--- src/rtl/rr_burst_mux_arbiter_pkg.sv ---
// rr_burst_mux_arbiter_pkg: shared FSM state type and requester sizing for the burst arbiter
package rr_burst_mux_arbiter_pkg;
  typedef enum logic {IDLE, LOCK} state_t;
  localparam int NREQ  = 4;
  localparam int SEL_W = 2;
endpackage

--- src/rtl/rr_burst_mux_arbiter_pick4.sv ---
// rr_pick4: combinational round-robin pick of the first request at or after i_ptr
// ports: i_req request vector, i_ptr scan start, o_idx winning index, o_any some request present
module rr_pick4
  import rr_burst_mux_arbiter_pkg::*;
(
  input  logic [NREQ-1:0]  i_req,
  input  logic [SEL_W-1:0] i_ptr,
  output logic [SEL_W-1:0] o_idx,
  output logic             o_any
);
  logic [NREQ-1:0]  w_rot;
  logic [SEL_W-1:0] w_off;
  for (genvar g = 0; g < NREQ; g++) begin : g_rot
    assign w_rot[g] = i_req[i_ptr + SEL_W'(g)];
  end
  assign w_off = w_rot[0] ? 2'd0 : w_rot[1] ? 2'd1 : w_rot[2] ? 2'd2 : 2'd3;
  assign o_idx = i_ptr + w_off;
  assign o_any = |i_req;
endmodule

--- src/rtl/rr_burst_mux_arbiter.sv ---
// rr_burst_mux_arbiter: round-robin burst arbiter driving a registered 4:1 data path with backpressure
// ports: i_data_k/i_valid/i_last/o_ready requester side, o_data/o_valid/o_sel/o_last/i_ready downstream side,
// o_busy high while a burst holds the grant, o_timeout one-cycle pulse on a forced release
module rr_burst_mux_arbiter
  import rr_burst_mux_arbiter_pkg::*;
#(
  parameter int DATA_W  = 16,
  parameter int TIMEOUT = 0
) (
  input  logic              i_clk,
  input  logic              i_rst,
  input  logic [DATA_W-1:0] i_data_0,
  input  logic [DATA_W-1:0] i_data_1,
  input  logic [DATA_W-1:0] i_data_2,
  input  logic [DATA_W-1:0] i_data_3,
  input  logic [NREQ-1:0]   i_valid,
  input  logic [NREQ-1:0]   i_last,
  output logic [NREQ-1:0]   o_ready,
  output logic [DATA_W-1:0] o_data,
  output logic              o_valid,
  output logic [SEL_W-1:0]  o_sel,
  output logic              o_last,
  input  logic              i_ready,
  output logic              o_busy,
  output logic              o_timeout
);
  localparam int CNT_W = TIMEOUT > 0 ? $clog2(TIMEOUT + 1) : 1;
  localparam logic [CNT_W-1:0] CNT_LAST = CNT_W'(TIMEOUT > 0 ? TIMEOUT - 1 : 0);
  state_t            r_state, w_state_nxt;
  logic [SEL_W-1:0]  r_grant, w_grant_nxt, r_ptr, w_ptr_nxt, w_pick, r_sel;
  logic [CNT_W-1:0]  r_cnt, w_cnt_nxt;
  logic              w_any, w_acc, w_gvalid, w_glast, w_expire, w_to_nxt;
  logic              r_timeout, r_valid, r_last;
  logic [DATA_W-1:0] r_data;
  logic [DATA_W-1:0] w_din [NREQ];
  assign w_din[0] = i_data_0;
  assign w_din[1] = i_data_1;
  assign w_din[2] = i_data_2;
  assign w_din[3] = i_data_3;
  rr_pick4 u_pick (
    .i_req (i_valid),
    .i_ptr (r_ptr),
    .o_idx (w_pick),
    .o_any (w_any)
  );
  assign o_ready   = (r_state == LOCK && (!r_valid || i_ready)) ? NREQ'(1) << r_grant : '0;
  assign w_acc     = |(i_valid & o_ready);
  assign w_gvalid  = i_valid[r_grant];
  assign w_glast   = i_last[r_grant];
  // the edge that would bring the idle count up to TIMEOUT is the release edge
  assign w_expire  = TIMEOUT > 0 && r_state == LOCK && !w_gvalid && r_cnt == CNT_LAST;
  assign o_data    = r_data;
  assign o_valid   = r_valid;
  assign o_sel     = r_sel;
  assign o_last    = r_last;
  assign o_busy    = r_state == LOCK;
  assign o_timeout = r_timeout;
  always_comb begin
    w_state_nxt = r_state;
    w_grant_nxt = r_grant;
    w_ptr_nxt   = r_ptr;
    w_cnt_nxt   = r_cnt;
    w_to_nxt    = 1'b0;
    if (r_state == IDLE) begin
      w_state_nxt = w_any ? LOCK : IDLE;
      w_grant_nxt = w_any ? w_pick : r_grant;
    end else if ((w_acc && w_glast) || w_expire) begin
      w_state_nxt = IDLE;
      w_ptr_nxt   = r_grant + 1'b1;
      w_cnt_nxt   = '0;
      w_to_nxt    = w_expire;
    end else if (w_acc) begin
      w_cnt_nxt   = '0;
    end else if (!w_gvalid && TIMEOUT > 0) begin
      w_cnt_nxt   = r_cnt + 1'b1;
    end
  end
  always_ff @(posedge i_clk or posedge i_rst) begin
    if (i_rst) begin
      r_state   <= IDLE;
      r_grant   <= '0;
      r_ptr     <= '0;
      r_cnt     <= '0;
      r_timeout <= 1'b0;
    end else begin
      r_state   <= w_state_nxt;
      r_grant   <= w_grant_nxt;
      r_ptr     <= w_ptr_nxt;
      r_cnt     <= w_cnt_nxt;
      r_timeout <= w_to_nxt;
    end
  end
  // a new beat overwrites the register in the same cycle the old one leaves, so no bubble
  always_ff @(posedge i_clk or posedge i_rst) begin
    if (i_rst) begin
      r_data  <= '0;
      r_valid <= 1'b0;
      r_sel   <= '0;
      r_last  <= 1'b0;
    end else if (w_acc) begin
      r_data  <= w_din[r_grant];
      r_valid <= 1'b1;
      r_sel   <= r_grant;
      r_last  <= w_glast;
    end else if (i_ready) begin
      r_valid <= 1'b0;
    end
  end
endmodule

--- config.mk ---
export PLATFORM = sky130hd
export DESIGN_NAME = rr_burst_mux_arbiter
export DESIGN_NICKNAME = d
export VERILOG_FILES = /design/src/rtl/rr_burst_mux_arbiter_pkg.sv /design/src/rtl/rr_burst_mux_arbiter_pick4.sv /design/src/rtl/rr_burst_mux_arbiter.sv
export SDC_FILE = /design/constraint.sdc
export NUM_CORES = 1
export LEC_CHECK = 0
export CORE_ASPECT_RATIO = 0.8
export CORE_MARGIN = 5
export CORE_UTILIZATION = 27
export DETAILED_ROUTE_END_ITERATION = 10
export GPL_ROUTABILITY_DRIVEN = 0
export PLACE_DENSITY = 0.69
export SLEW_MARGIN = 25
export SYNTH_ARGS = -nofsm -noshare
export SYNTH_HDL_FRONTEND = slang
export SYNTH_SLANG_ARGS = --single-unit
export TNS_END_PERCENT = 10
--- constraint.sdc ---
create_clock -name i_clk -period 2.35 [get_ports i_clk]
set_input_delay 0.3525 -clock i_clk [delete_from_list [all_inputs] [get_ports i_clk]]
set_output_delay 0.3525 -clock i_clk [all_outputs]
set_load 0.005 [all_outputs]
==> summary.txt <==
GRT
  – Met3 track utilization from global routing: approximately 5.3%
  – Met2 layer usage reported by global route: a little under a fifth
  – Antenna violations before repair: 0
  – Pin count of the biggest net entering global routing: 26
  – GRT Util Overall: about an eighth
  – Overall overflow remaining after global route: 0
  – Met1 demand-to-capacity share in global routing: between 15 and 20%
  – Number of global-route vias before repair: 1493
  – Busiest grt layer: met2
  – First-pass GRT wire length: 7340 microns

Layout
  – Area growth from synthesis to final layout: 68.7%
  – Final nets: approximately 300
  – Commonest non-fill, non-tap cell in the layout: clkdlybuf4s50_1
  – Post-Route Utilization: 46.9%
  – Number of fill cells in the layout: 562
  – Layout cell share with drive strength beyond 1: 19.5%
  – Highest-count cells in the layout ignoring fill and taps: 99 x clkdlybuf4s50_1, 25 x dfrtp_1, 16 x mux2_2, 9 x mux4_2, 8 x mux4_1
  – Footprint of the flip-flops and latches: roughly 630 sq um
  – Non-filler instance count after layout: roughly 300
  – Number of antenna diodes: 0
  – Area occupied by multi-input gates: between 900 and 1000 sq um

CTS
  – Maximum buffer depth of the clock tree: 2
  – Total number of clock tree sinks: 25
  – Clock-pin slew on the worst setup and hold paths: approximately 0.09 ns
  – Post-CTS setup repair buffer count: 0
  – Gates resized, CTS repair: 0
  – Later-pin clock latency in the skew report: between 0.2 and 0.3 ns
  – Hold buffers post-CTS: 0
  – Clock buffers created by TritonCTS: 3
  – CTS tree: built
  – Clock Root Buffer: clkbuf_8
  – Depth of the CTS H-tree: 1

Route
  – Sum of routed wire length over all layers: roughly 4600 microns
  – Detailed-route DRC error count: 0
  – Via density: ~4.7
  – Length of the first detailed-routing pass in iterations: 4
  – Number of vias in the routed layout: roughly 1400
  – Average detailed-routed wire length per instance: 15.2 microns
  – 1st-iter DRT viols: 35
  – Post-route ant nets: 0

Worst setup path
  – Buffers & Inverters on Critical Path: 2
  – CP max stage cell: clkdlybuf4s50_1
  – Delay-heaviest family, CP: buffers and inverters
  – Sort of element at the start of the critical path: flip-flop
  – Critical Setup Path Class: flip-flop to output pin
  – Stage delay of the slowest cell on the critical path: ~0.49 ns
  – Required time at the endpoint of the critical path: around 2.0 ns
  – FF-to-FF End: o_data[13]$_DFFE_PP0P_
  – R2R depth: 6
  – Worst-case register-to-register setup slack: 0.31 ns
  – Worst path cell trace: inv_1 > ha_1 > and3_1 > clkdlybuf4s50_1
  – Worst setup path start: r_grant[0]$_DFFE_PP0P_
  – Critical Path End Type: output pin
  – Arrival time of the worst setup path: ~1.8 ns
  – Worst Path Max Fanout: 6
  – Worst r2r src: r_grant[0]$_DFFE_PP0P_

Synthesis
  – Main synth FF type: dfrtp_1
  – Synthesized instance count: ~120
  – Area leader, netlist: dfrtp_1
  – Top cell type's share of synthesized area: 37.9%
  – Cell types with the largest area share after synthesis: dfrtp_1 38%, mux4_1 13%, mux4_2 12%
  – Mapped Nets: about 200
  – Portion of the post-synthesis area used by sequential elements: between 30% and 40%
  – Number of different library cells in the post-synthesis netlist: 33
  – Total of flip-flops plus latches after synthesis: 25
  – Netlist area before placement: approximately 1700 sq um
  – Average cell area after synthesis: around 14 sq um
  – Ys Warns: 0
  – Share of synthesized registers carrying an async set or reset: 100%
  – Number of enable flip-flop cells after synthesis: 0

Floorplan
  – Initial Utilization: between 20% and 30%
  – Die ar.: just under 8000 sq um
  – Number of top-level pins: between 100 and 150
  – Number of core rows: 25
  – Core Region: 5940 sq um
  – Die Y: 80.0 microns
  – Die width: 97.5 microns

STA
  – Final count of pins violating max slew: 0
  – Max Fclk: 467 MHz
  – Unrepaired setup endpoints after global routing: no
  – Setup violations, final: 0
  – Final hold violation count: 0
  – Share of the clock period used by the worst path after layout: 91.1%
  – Final setup TNS: 0 ns
  – Post-layout min period: 2.14 ns
  – Largest clock skew in the final design: a little over 0.006 ns

Power and ir drop
  – Standby leakage power: 1.13 nW
  – Overall power of the completed layout: 2.99 mW
  – VDD IR-drop max: ~380 uV
  – Power density over cell area: ~1100 nW/um^2

Place
  – Number of placed instances with taps included: ~300
  – Final HPWL from detailed placement: approximately 3700 microns
  – PortBufs: 99

Outcome
  – Result of the run: complete, no violations

Min path
  – Worst min path class: input pin to async pin

Run
  – Maximum capacitance violations: 0
-- report_power, final --
group,internal [mW],leakage (nW),switching (mW),total [mW]
clock,0.121,0.0228,0.132,0.254
sequential,0.662,0.292,0.164,0.826
combinational,1.24,0.819,0.676,1.91
total,2.02,1.13,0.972,2.99
-- cell type report --
class / instances / area share, %
repair buffers: 106 / 37.9
multi-input cells: 79 / 33.6
flip-flops and latches: 25 / 22.4
well taps: 81 / 3.64
clock buffers: 4 / 1.62
inverters: 6 / 0.808
-- worst max-delay path by stage --
stage | slack, ns | to | cells past startpoint
after floorplan | 0.11 | o_data[0]$_DFFE_PP0P_ | 8
after global placement | 0.28 | o_ready[2] | 4
after detailed placement | 0.26 | o_ready[1] | 4
after CTS | 0.21 | o_ready[2] | 4
after global routing | 0.06 | o_ready[0] | 4
final | 0.21 | o_ready[2] | 4
-- kinds of logic (layout without fill, tap and decap cells) --
family          Yosys count  count (layout)  synth area share (%)
mux                      35              35                  37.4
fa+ha+maj                 5               5                  3.79
buf+inv                  13             116                  5.45
flops                    25              25                  37.9
simple gates             23              23                  8.25
other cells               1               1                 0.227
compound gates           15              15                  7.04
-- tightest hold or removal path, stage by stage --
cell and delay (ns):
clkdlybuf4s50_1 0.39, inv_1 0.05, buf_4 0.31
-- cell usage after synthesis (2+ instances only) --
library cell	instances
a21oi_1	3
a22o_2	2
and3_1	4
buf_6	5
dfrtp_1	25
ha_1	5
inv_1	6
mux2_2	16
mux4_1	8
mux4_2	9
nand2_1	5
nand2b_1	2
nor2_1	3
nor2b_1	2
o21ai_0	4
-- state kept, by name, summed over array words and instances, names as in the netlist --
| register | flops |
|---|---|
| o_busy | 1 |
| o_data | 16 |
| o_last | 1 |
| o_sel | 2 |
| o_valid | 1 |
| r_grant | 2 |
| r_ptr | 2 |
-- per-stage QoR --
step,hold slack (ns),instance area [sq um],worst slack (ns)
after floorplan,0.380,1650,0.105
after global placement,0.485,2740,0.276
after detailed placement,0.482,2740,0.263
after CTS,0.438,2790,0.206
after global routing,0.470,2790,0.0615
final,0.429,2790,0.208
-- layer usage --
layer | up-vias | routed length, microns
met5 | - | 0
met4 | 0 | 17
met3 | 2 | 464
met2 | 69 | 2070
met1 | 682 | 2010
li1 | 666 | -
No activity file was read; power rests on OpenSTA's default activity.
